--- config.mk ---
export PLATFORM = sky130hd
export DESIGN_NAME = register_fifo
export DESIGN_NICKNAME = d
export VERILOG_FILES = /design/src/rtl/register_fifo.sv
export SDC_FILE = /design/constraint.sdc
export NUM_CORES = 1
export LEC_CHECK = 0
export ABC_CLOCK_PERIOD_IN_PS = 3200
export CAP_MARGIN = 30
export CORE_MARGIN = 2
export CORE_UTILIZATION = 40
export DETAILED_ROUTE_END_ITERATION = 8
export PLACE_DENSITY = 0.63
export SLEW_MARGIN = 20
export SYNTH_ARGS = -nofsm -noshare
export SYNTH_HDL_FRONTEND = slang
export SYNTH_SLANG_ARGS = --single-unit
--- constraint.sdc ---
create_clock -name clk -period 3.2 [get_ports clk]
set_input_delay 0.8 -clock clk [delete_from_list [all_inputs] [get_ports clk]]
set_output_delay 0.8 -clock clk [all_outputs]
set_load 0.02 [all_outputs]
--- src/rtl/register_fifo.sv ---
// Register-based FIFO queue holding up to DEPTH words in arrival order.
// It has count/full/empty status, sticky overflow/underflow flags and a synchronous flush.
module register_fifo #(
  parameter int DATA_W = 10,
  parameter int DEPTH  = 4,
  parameter int CNT_W  = $clog2(DEPTH) + 1
) (
  input  logic              clk,
  input  logic              rst,
  input  logic              clear,
  input  logic              wr_en,
  input  logic [DATA_W-1:0] wr_data,
  input  logic              rd_en,
  output logic [DATA_W-1:0] rd_data,
  output logic              rd_valid,
  output logic              full,
  output logic              empty,
  output logic [CNT_W-1:0]  count,
  output logic              overflow,
  output logic              underflow
);

  localparam int PTR_W = $clog2(DEPTH);
  localparam logic [CNT_W-1:0] FULL_CNT = CNT_W'(DEPTH);

  logic [DATA_W-1:0] mem [DEPTH];
  logic [PTR_W-1:0]  wr_ptr;
  logic [PTR_W-1:0]  rd_ptr;
  logic [CNT_W-1:0]  cnt;
  logic              wr_ok;
  logic              rd_ok;

  // Handshake: a write is taken when wr_en is high and there is room, or when a read
  // frees a slot in the same cycle. A read is taken when rd_en is high and the queue
  // is not empty. rd_data updates one edge later, and rd_valid pulses with it.
  // A write into an empty queue never falls through to a read in the same cycle.
  assign wr_ok = wr_en && (!full || rd_en);
  assign rd_ok = rd_en && !empty;

  assign count = cnt;
  assign full  = (cnt == FULL_CNT);
  assign empty = (cnt == '0);

  // The storage array has no reset. Only the pointers decide which words are valid.
  always_ff @(posedge clk) begin
    if (rst && !clear && wr_ok) begin
      mem[wr_ptr] <= wr_data;
    end
  end

  always_ff @(posedge clk) begin
    if (!rst) begin
      wr_ptr    <= '0;
      rd_ptr    <= '0;
      cnt       <= '0;
      rd_data   <= '0;
      rd_valid  <= 1'b0;
      overflow  <= 1'b0;
      underflow <= 1'b0;
    end else if (clear) begin
      wr_ptr    <= '0;
      rd_ptr    <= '0;
      cnt       <= '0;
      rd_valid  <= 1'b0;
      overflow  <= 1'b0;
      underflow <= 1'b0;
    end else begin
      rd_valid <= rd_ok;
      if (wr_ok) begin
        wr_ptr <= wr_ptr + 1'b1;
      end
      if (rd_ok) begin
        rd_data <= mem[rd_ptr];
        rd_ptr  <= rd_ptr + 1'b1;
      end
      case ({wr_ok, rd_ok})
        2'b10:   cnt <= cnt + 1'b1;
        2'b01:   cnt <= cnt - 1'b1;
        default: cnt <= cnt;
      endcase
      if (wr_en && full && !rd_en) begin
        overflow <= 1'b1;
      end
      if (rd_en && empty) begin
        underflow <= 1'b1;
      end
    end
  end

endmodule

# After elaboration in Yosys (flattened, before gate mapping)
# Memories as Yosys holds them, arrays and structs flattened. A register that Yosys moved wholly into a read port is not among the register bits.
# Cells that the tools add are included.
[word_totals]
register_bits = 10
ramBits = 40
in_bits = 15
output_inout_bits = 18
wordCells = 36
n_memories = 1
[classes]
addsub = 4
n_eq_ne = 3
n_mux = 3
bitwise = 2
n_reduce_logical = 17
[memory_table]
columns = ["memory", "words", "width", "rd", "rd_ports_with_merged_regs", "write_ports", "line", "text"]
rows = [
  ["mem", 4, 10, 1, 1, 1, "26", "logic [DATA_W-1:0] mem [DEPTH];"],
]
[ops]
columns = ["cell", "n"]
rows = [
  ["logical AND 1 bit", 7],
  ["case mux 3 bit (2 select lines)", 1],
  ["zero test 1 bit", 5],
  ["adder 2 x 1 -> 2 bit (second input constant)", 2],
  ["adder 3 x 1 -> 3 bit (second input constant)", 1],
  ["equality test 3 bit (second input constant)", 1],
  ["zero test 3 bit", 1],
  ["subtractor 3 x 1 -> 3 bit (second input constant)", 1],
  ["equality test 2 x 1 -> 1 bit (second input constant)", 1],
  ["equality test 2 bit (second input constant)", 1],
  ["2-to-1 mux 1 bit", 2],
  ["inverter 1 bit", 2],
  ["AND reduction 2 bit", 1],
  ["nonzero test 2 bit", 1],
  ["OR reduction 2 bit", 1],
  ["logical OR 1 bit", 1],
]

# Depth between registers and ports, before layout
[depth]
word_depth = 7
depth_mapped = 10
depth_no_buf = 9

# Worst setup path before layout
# OpenSTA, ideal clock, no wires.
[synth_path]
kind = "input -> register"
start = "input port rd_en"
end = "register cnt[2], in the netlist count[2]"
setup_time_ns = 0.070
arrival_time_ns = 2.757
required_time_ns = 3.130
slack_ns = 0.373
stages = 10
path_buffers = 1
cell_sequence = "or4b_1 -> and2_4 -> buf_6 -> inv_1 -> ha_1 -> inv_1 -> fa_1 -> xor2_1 -> or3_1 -> a21oi_1"
[synth_via]
elab_chain_len = 4
word_cells_on_any_way = 7
classes_between = "eq/ne (2); mux (1); reduce/logical (4)"
[synth_rtl]
columns = ["item", "line", "text"]
rows = [
  ["from (decl)", "13", "input logic rd_en,"],
  ["logical OR 1 bit", "37", "assign wr_ok = wr_en && (!full || rd_en);"],
  ["logical AND 1 bit", "37", ""],
  ["equality test 2 x 1 -> 1 bit or equality test 2 bit (tied branches)", "76", "case ({wr_ok, rd_ok})"],
  ["case mux 3 bit (2 select lines) or nonzero test 2 bit (tied branches)", "-", ""],
  ["to (signal assigned)", "77", "2'b10: cnt <= cnt + 1'b1;"],
  ["to (signal assigned)", "78", "2'b01: cnt <= cnt - 1'b1;"],
  ["to (signal assigned)", "79", "default: cnt <= cnt;"],
  ["to (decl)", "29", "logic [CNT_W-1:0] cnt;"],
]
# Several ways; a longest one is shown, not always the timed one.
# A chain may end at the register's enable or synchronous reset.

# Worst setup path after layout
# Ends and elaborated chain as after synthesis.

==> reports/results.ini <==
[worst_setup_path]
worstReg2RegEnd = count[2]$_SDFFE_PP0P_
rr_worst_depth = 9
cp.required_ns = 3.44
r2r-start = count[0]$_SDFFE_PP0P_
critPathCaptureType = register
worst_ep_arrival_time_ns = 3.19
reg2reg_slack_ns = 0.71
cp_max_fo = 2
path_class = in -> reg
critPathLaunchType = input pin

[die]
die-area_mm2 = 0.00636
design.core.area_mm2 = 0.00554
die_w_um = 79.8
io_pins = 33
start_util = 0.415
core.rowCount = 27
die_y_um = 79.8

[pwr]
pwr-share-clk = 0.382
powerDensity_mw_per_mm2 = 530
power.leakage_nw = 0.986
ir_drop_mv = 0.212
power.internal_mw = 1.21
p_seq_frac = 0.557
switchingPower_uw = 315
p_comb_frac = 0.061
p_sw_frac = 0.207

[sta]
max_freq_mhz = 339
fin_worst_skew_ns = 0.00739
min_period_ns = 2.95
rsz0062_at_grt = false
hold_viol_final = 0
slew_headroom = 0.483
worst_slack_ns = 0.252
worst_pin_slew_ns = 0.774
fin_crit_sh = 0.921
setup_viol = 0
maxSlewViolCount = 0
fin_setup_tns_ns = 0

[final_layout]
antenna_cells = 0
layoutNonFillerInstCount = 254
final_core_util = 0.518
drive_gt1_frac = 0.154
syn_to_final_growth_pct = 24.8
fin_area_mm2 = 0.00287
layout.nets = 198
fillers = 482

[detailed_routing]
drcViolationCount = 0
postRouteAntennaNets = 0
via_count = 1285
drt_wl_total_um = 4170
drt_iter0_markers = 64
wl_per_cell_um = 16.4
viasPerCell = 5.06
dr.pass1.iters = 4

[global_route]
grt_pass1_wl_um = 6590
grt_max_degree = 13
track_usage = 0.145
overflow = 0
grt_pass1_vias = 1311
antenna_found_initial = 0

[clock_network]
cts_buffer_depth = 2
ctsResizeCount = 0
clkSinkCount = 60
cts_setup_buffers = 0
cts_made_buffers = 9
cts_max_level = 3
holdBufCountCts = 0
insertion_delay_ns = 0.32
clk_transition_reported_paths_ns = 0.06
cts_tree = built
cts-root-buf = clkbuf_8

[yosys]
syn_area_mm2 = 0.00230
yosys-top-cells-area = edfxtp_1 (52%), dfxtp_1 (17%), mux4_2 (9.8%)
yosysTopAreaCell = edfxtp_1
ys_seq_elements = 60
synth_cell_type_count = 29
yosysWarnings = 0
ys_seq_area_frac = 0.697
syn_inst = 136
synth_top_area_frac = 0.523
syn-num-nets = 157
syn_area_per_cell_um2 = 16.9

[outcome]
run_status = complete, no violations

[worst_hold_path]
hold_end = rd_data[9]$_SDFFE_PN0P_
holdPathStages = 1
min_from = rd_data[9]$_SDFFE_PN0P_
hp-class = reg -> reg

[place]
post-place-cells = 238
dp_hpwl_um = 2700
dpl_cell_area_mm2 = 0.00270
io_buffer_count = 32
place.gp.congestion = 0.727
post-place-ws_ns = -0.0675

[run]
cap_violations = 0

-- synth_stat cells, drive strengths merged --
cell / count
nor2b: 1
o21ai: 1
nand2: 2
or3: 1
nor2: 8
nor3: 1
buf: 5
nand2b: 1
nand4: 1
and2: 1
inv: 7
a22o: 10
clkbuf: 1
a21oi: 4
o21a: 1
o31ai: 2
and3: 5
or4b: 1
mux2i: 1
fa: 1
ha: 5
xor2: 4
nor4b: 1
dfxtp: 20
edfxtp: 40
mux4: 10
o311ai: 1
-- cell families after synthesis --
family	after synthesis	synth area share
AOI/OAI and AO/OA	19	0.0648
xor gates and xnor gates	4	0.0152
adders and majority gates	6	0.0359
buffers and inverters	13	0.0294
DFF	60	0.697
muxes	11	0.102
and+or+nand+nor	23	0.0550
-- worst max-delay path, stage by stage --
cell	delay, ns
clkdlybuf4s50_1	0.43
or4b_1	0.51
and2_4	0.19
inv_1	0.05
ha_1	0.16
inv_1	0.05
fa_1	0.37
xor2_1	0.15
or3_1	0.31
a21oi_1	0.17
-- state kept, by name, summed over array words and instances (netlist names) --
| register | flops |
|---|---|
| mem | 40 |
| rd_data | 10 |
| count | 3 |
| rd_ptr | 2 |
| wr_ptr | 2 |
| overflow | 1 |
| rd_valid | 1 |
| underflow | 1 |
-- area by class of cell --
| type | count | area, um2 | area share |
|---|---|---|---|
| Sequential cell | 60 | 1600 | 0.558 |
| Multi-Input combinational cell | 63 | 628 | 0.219 |
| Timing Repair Buffer | 36 | 350 | 0.122 |
| Clock buffer | 14 | 163 | 0.0567 |
| Tap cell | 72 | 90.1 | 0.0314 |
| Inverter | 7 | 26.3 | 0.00916 |
| Clock inverter | 2 | 8.76 | 0.00305 |
-- worst max-delay path by stage --
| stage | from | to | depth (start not counted) |
|---|---|---|---|
| after floorplan | rd_en | count[2]$_SDFFE_PP0P_ | 10 |
| after global placement | rd_en | count[2]$_SDFFE_PP0P_ | 10 |
| after detailed placement | rd_en | count[2]$_SDFFE_PP0P_ | 10 |
| after CTS | rd_en | count[2]$_SDFFE_PP0P_ | 10 |
| after global routing | rd_en | count[2]$_SDFFE_PP0P_ | 10 |
| final | rd_en | count[2]$_SDFFE_PP0P_ | 10 |
-- per-stage QoR --
stage	hold slack [ns]	total power, mW
floorplan	0.469	0.910
global placement	0.453	0.952
detailed placement	0.470	0.957
CTS	0.485	1.55
global route	0.493	1.59
finish	0.482	1.52
-- layer usage --
metal	track usage	up-vias	wire, um
met4	0.0508	0	29
li1	-	605	-
met2	0.228	31	2170
met1	0.186	647	1820
met3	0.0543	2	147
met5	0	-	0
-- cell usage in the layout (no fill, tap or decap), drive strengths merged, types with 2 or more instances in the layout --
cell / netlist / final
clkinv: 0 / 2
ha: 5 / 5
and3: 5 / 5
clkdlybuf4s50: 0 / 32
buf: 5 / 4
nor2: 8 / 8
edfxtp: 40 / 40
a22o: 10 / 10
inv: 7 / 7
mux4: 10 / 10
a21oi: 4 / 4
xor2: 4 / 4
nand2: 2 / 2
clkbuf: 1 / 14
dfxtp: 20 / 20
o31ai: 2 / 2
-- power by group through the flow --
stage	registers, mW	clock network (mW)	logic, mW
after floorplan	0.867	0	0.0427
after global placement	0.863	0	0.0891
after detailed placement	0.864	0	0.0929
after CTS	0.847	0.606	0.0932
after global routing	0.848	0.638	0.101
final	0.847	0.581	0.0922
Power figures use the tool's default switching activity.
==> variant: new RTL, same flow settings <==
Set the parameter `DATA_W` to 5 (it was 10).
--- a/src/rtl/register_fifo.sv
+++ b/src/rtl/register_fifo.sv
@@ -2,5 +2,5 @@
 // It has count/full/empty status, sticky overflow/underflow flags and a synchronous flush.
 module register_fifo #(
-  parameter int DATA_W = 10,
+  parameter int DATA_W = 5,
   parameter int DEPTH  = 4,
   parameter int CNT_W  = $clog2(DEPTH) + 1
Ports: changed (resized rd_data and wr_data); port bits go from 33 to 23. The function was not compared with the original's and may differ.
==> variant against the unedited design <==
- count of clock-buffer cells in the layout is 7 lower
- first-iteration DRC count shrank 44%
- power is 47% lower
- worst setup slack improved by 0.21 ns
- critical path depth is the same
- routed wire length decreased by 40%
- area after synthesis fell by 37%
- design area shrank 38%
- sequential cell count shrank 25
- sequential share of layout area fell by 5.2 points
- largest power group unchanged
==> variant: results (changes against the unedited design) <==
stage;metric;value;unit;change
clock_tree;cts-root-buf;clkbuf_4;;
synthesis;synth.area.top_cells;edfxtp_1 42%, dfxtp_1 21%, mux4_2 7.8%;;
pwr;vdd_drop_max;0.203;mV;-4.3%
setup_path;critical_path.max_stage_delay;0.43;ns;-0.08 ns
synthesis;synth-compound-area-share;7.47;%;+0.99 points
drt;dr_wl_met2;1.27;mm;-42%
global_route;grt.total_usage;14.5;%;about the same
clock_tree;ctsHtreeMaxLevel;2;;-1
finish;layout.nets;148;;-25%
finish;multi_input_area_share;27.5;%;+5.6 points
synthesis;ys_seq_elements;35;;-42%
drt;wl_met3;101;um;-31%
synthesis;synth.area.mux_share;7.82;%;-2.4 points
global_route;grt_pass1_wl;4.27;mm;-35%
synthesis;synth_edf_count;20;;-50%
pwr;leakage;0.620;nW;-37%
clock_tree;numCtsBuffers;5;;-4
global_route;grt_start_max_net_pins;12;;-1
synthesis;synth_cell_types;27;;-6.9%
setup_path;crit_slowest_cell;clkdlybuf4s50_1;;
finish;nonClockInverterCount;8;;+1
global_route;met2_usage;23.6;%;+0.79 points
run_status;status;complete, no violations;;
global_route;met1_usage;16.4;%;-2.1 points
finish;buffers;25;;-31%
min_path;worstHoldPathCells;2;;+1
global_route;met3_usage;4.23;%;-1.2 points
clock_tree;clkLatencyLatePin;0.34;ns;+0.02 ns
clock_tree;clk_pin_slew;0.10;ns;+0.04 ns
finish;drive_gt1_share;15.0;%;-0.35 points
drt;vias;888;;-31%
finish;clkCellAreaFrac;3.37;%;-2.6 points
synthesis;synth_nets;119;;-24%
finish;regArea;901;um^2;-44%
finish;layout.nonclk_buf_share;13.6;%;+1.4 points
finish;largest_register_ff_count;20;;-50%
setup_path;worstPathArrival;3.02;ns;-0.17 ns
-- variant: changes by cell type after synthesis, sizes merged, moves of 2 or more --
cell / delta
nand2: +4
a22o: -10
edfxtp: -20
buf: -2
nor2: +2
o2bb2ai: +5
dfxtp: -5
mux4: -5
-- variant: path summary, 6_finish.rpt --
path              startpoint         end  slack [ns]
setup / recovery       rd_en    count[2]        0.46
hold / removal    rd_data[4]  rd_data[4]        0.46
setup reg to reg    count[2]    count[2]        0.85
hold reg to reg   rd_data[4]  rd_data[4]        0.46
-- variant: stage by stage --
stage	area [um^2]	instances	setup WS (ns)	hold WS [ns]	power, W
after floorplan	1440	103	0.701	0.470	0.000534
after global placement	1720	171	0.225	0.448	0.000568
after detailed placement	1720	171	0.131	0.454	0.000570
after CTS	1780	179	0.444	0.469	0.000815
after global routing	1780	179	0.322	0.489	0.000842
final	1780	179	0.459	0.463	0.000807
-- variant: report_power, final --
group | internal (W) | switching (W)
registers | 0.000482 | 0.00000728
clock network | 0.000106 | 0.000142
logic | 0.0000348 | 0.0000347
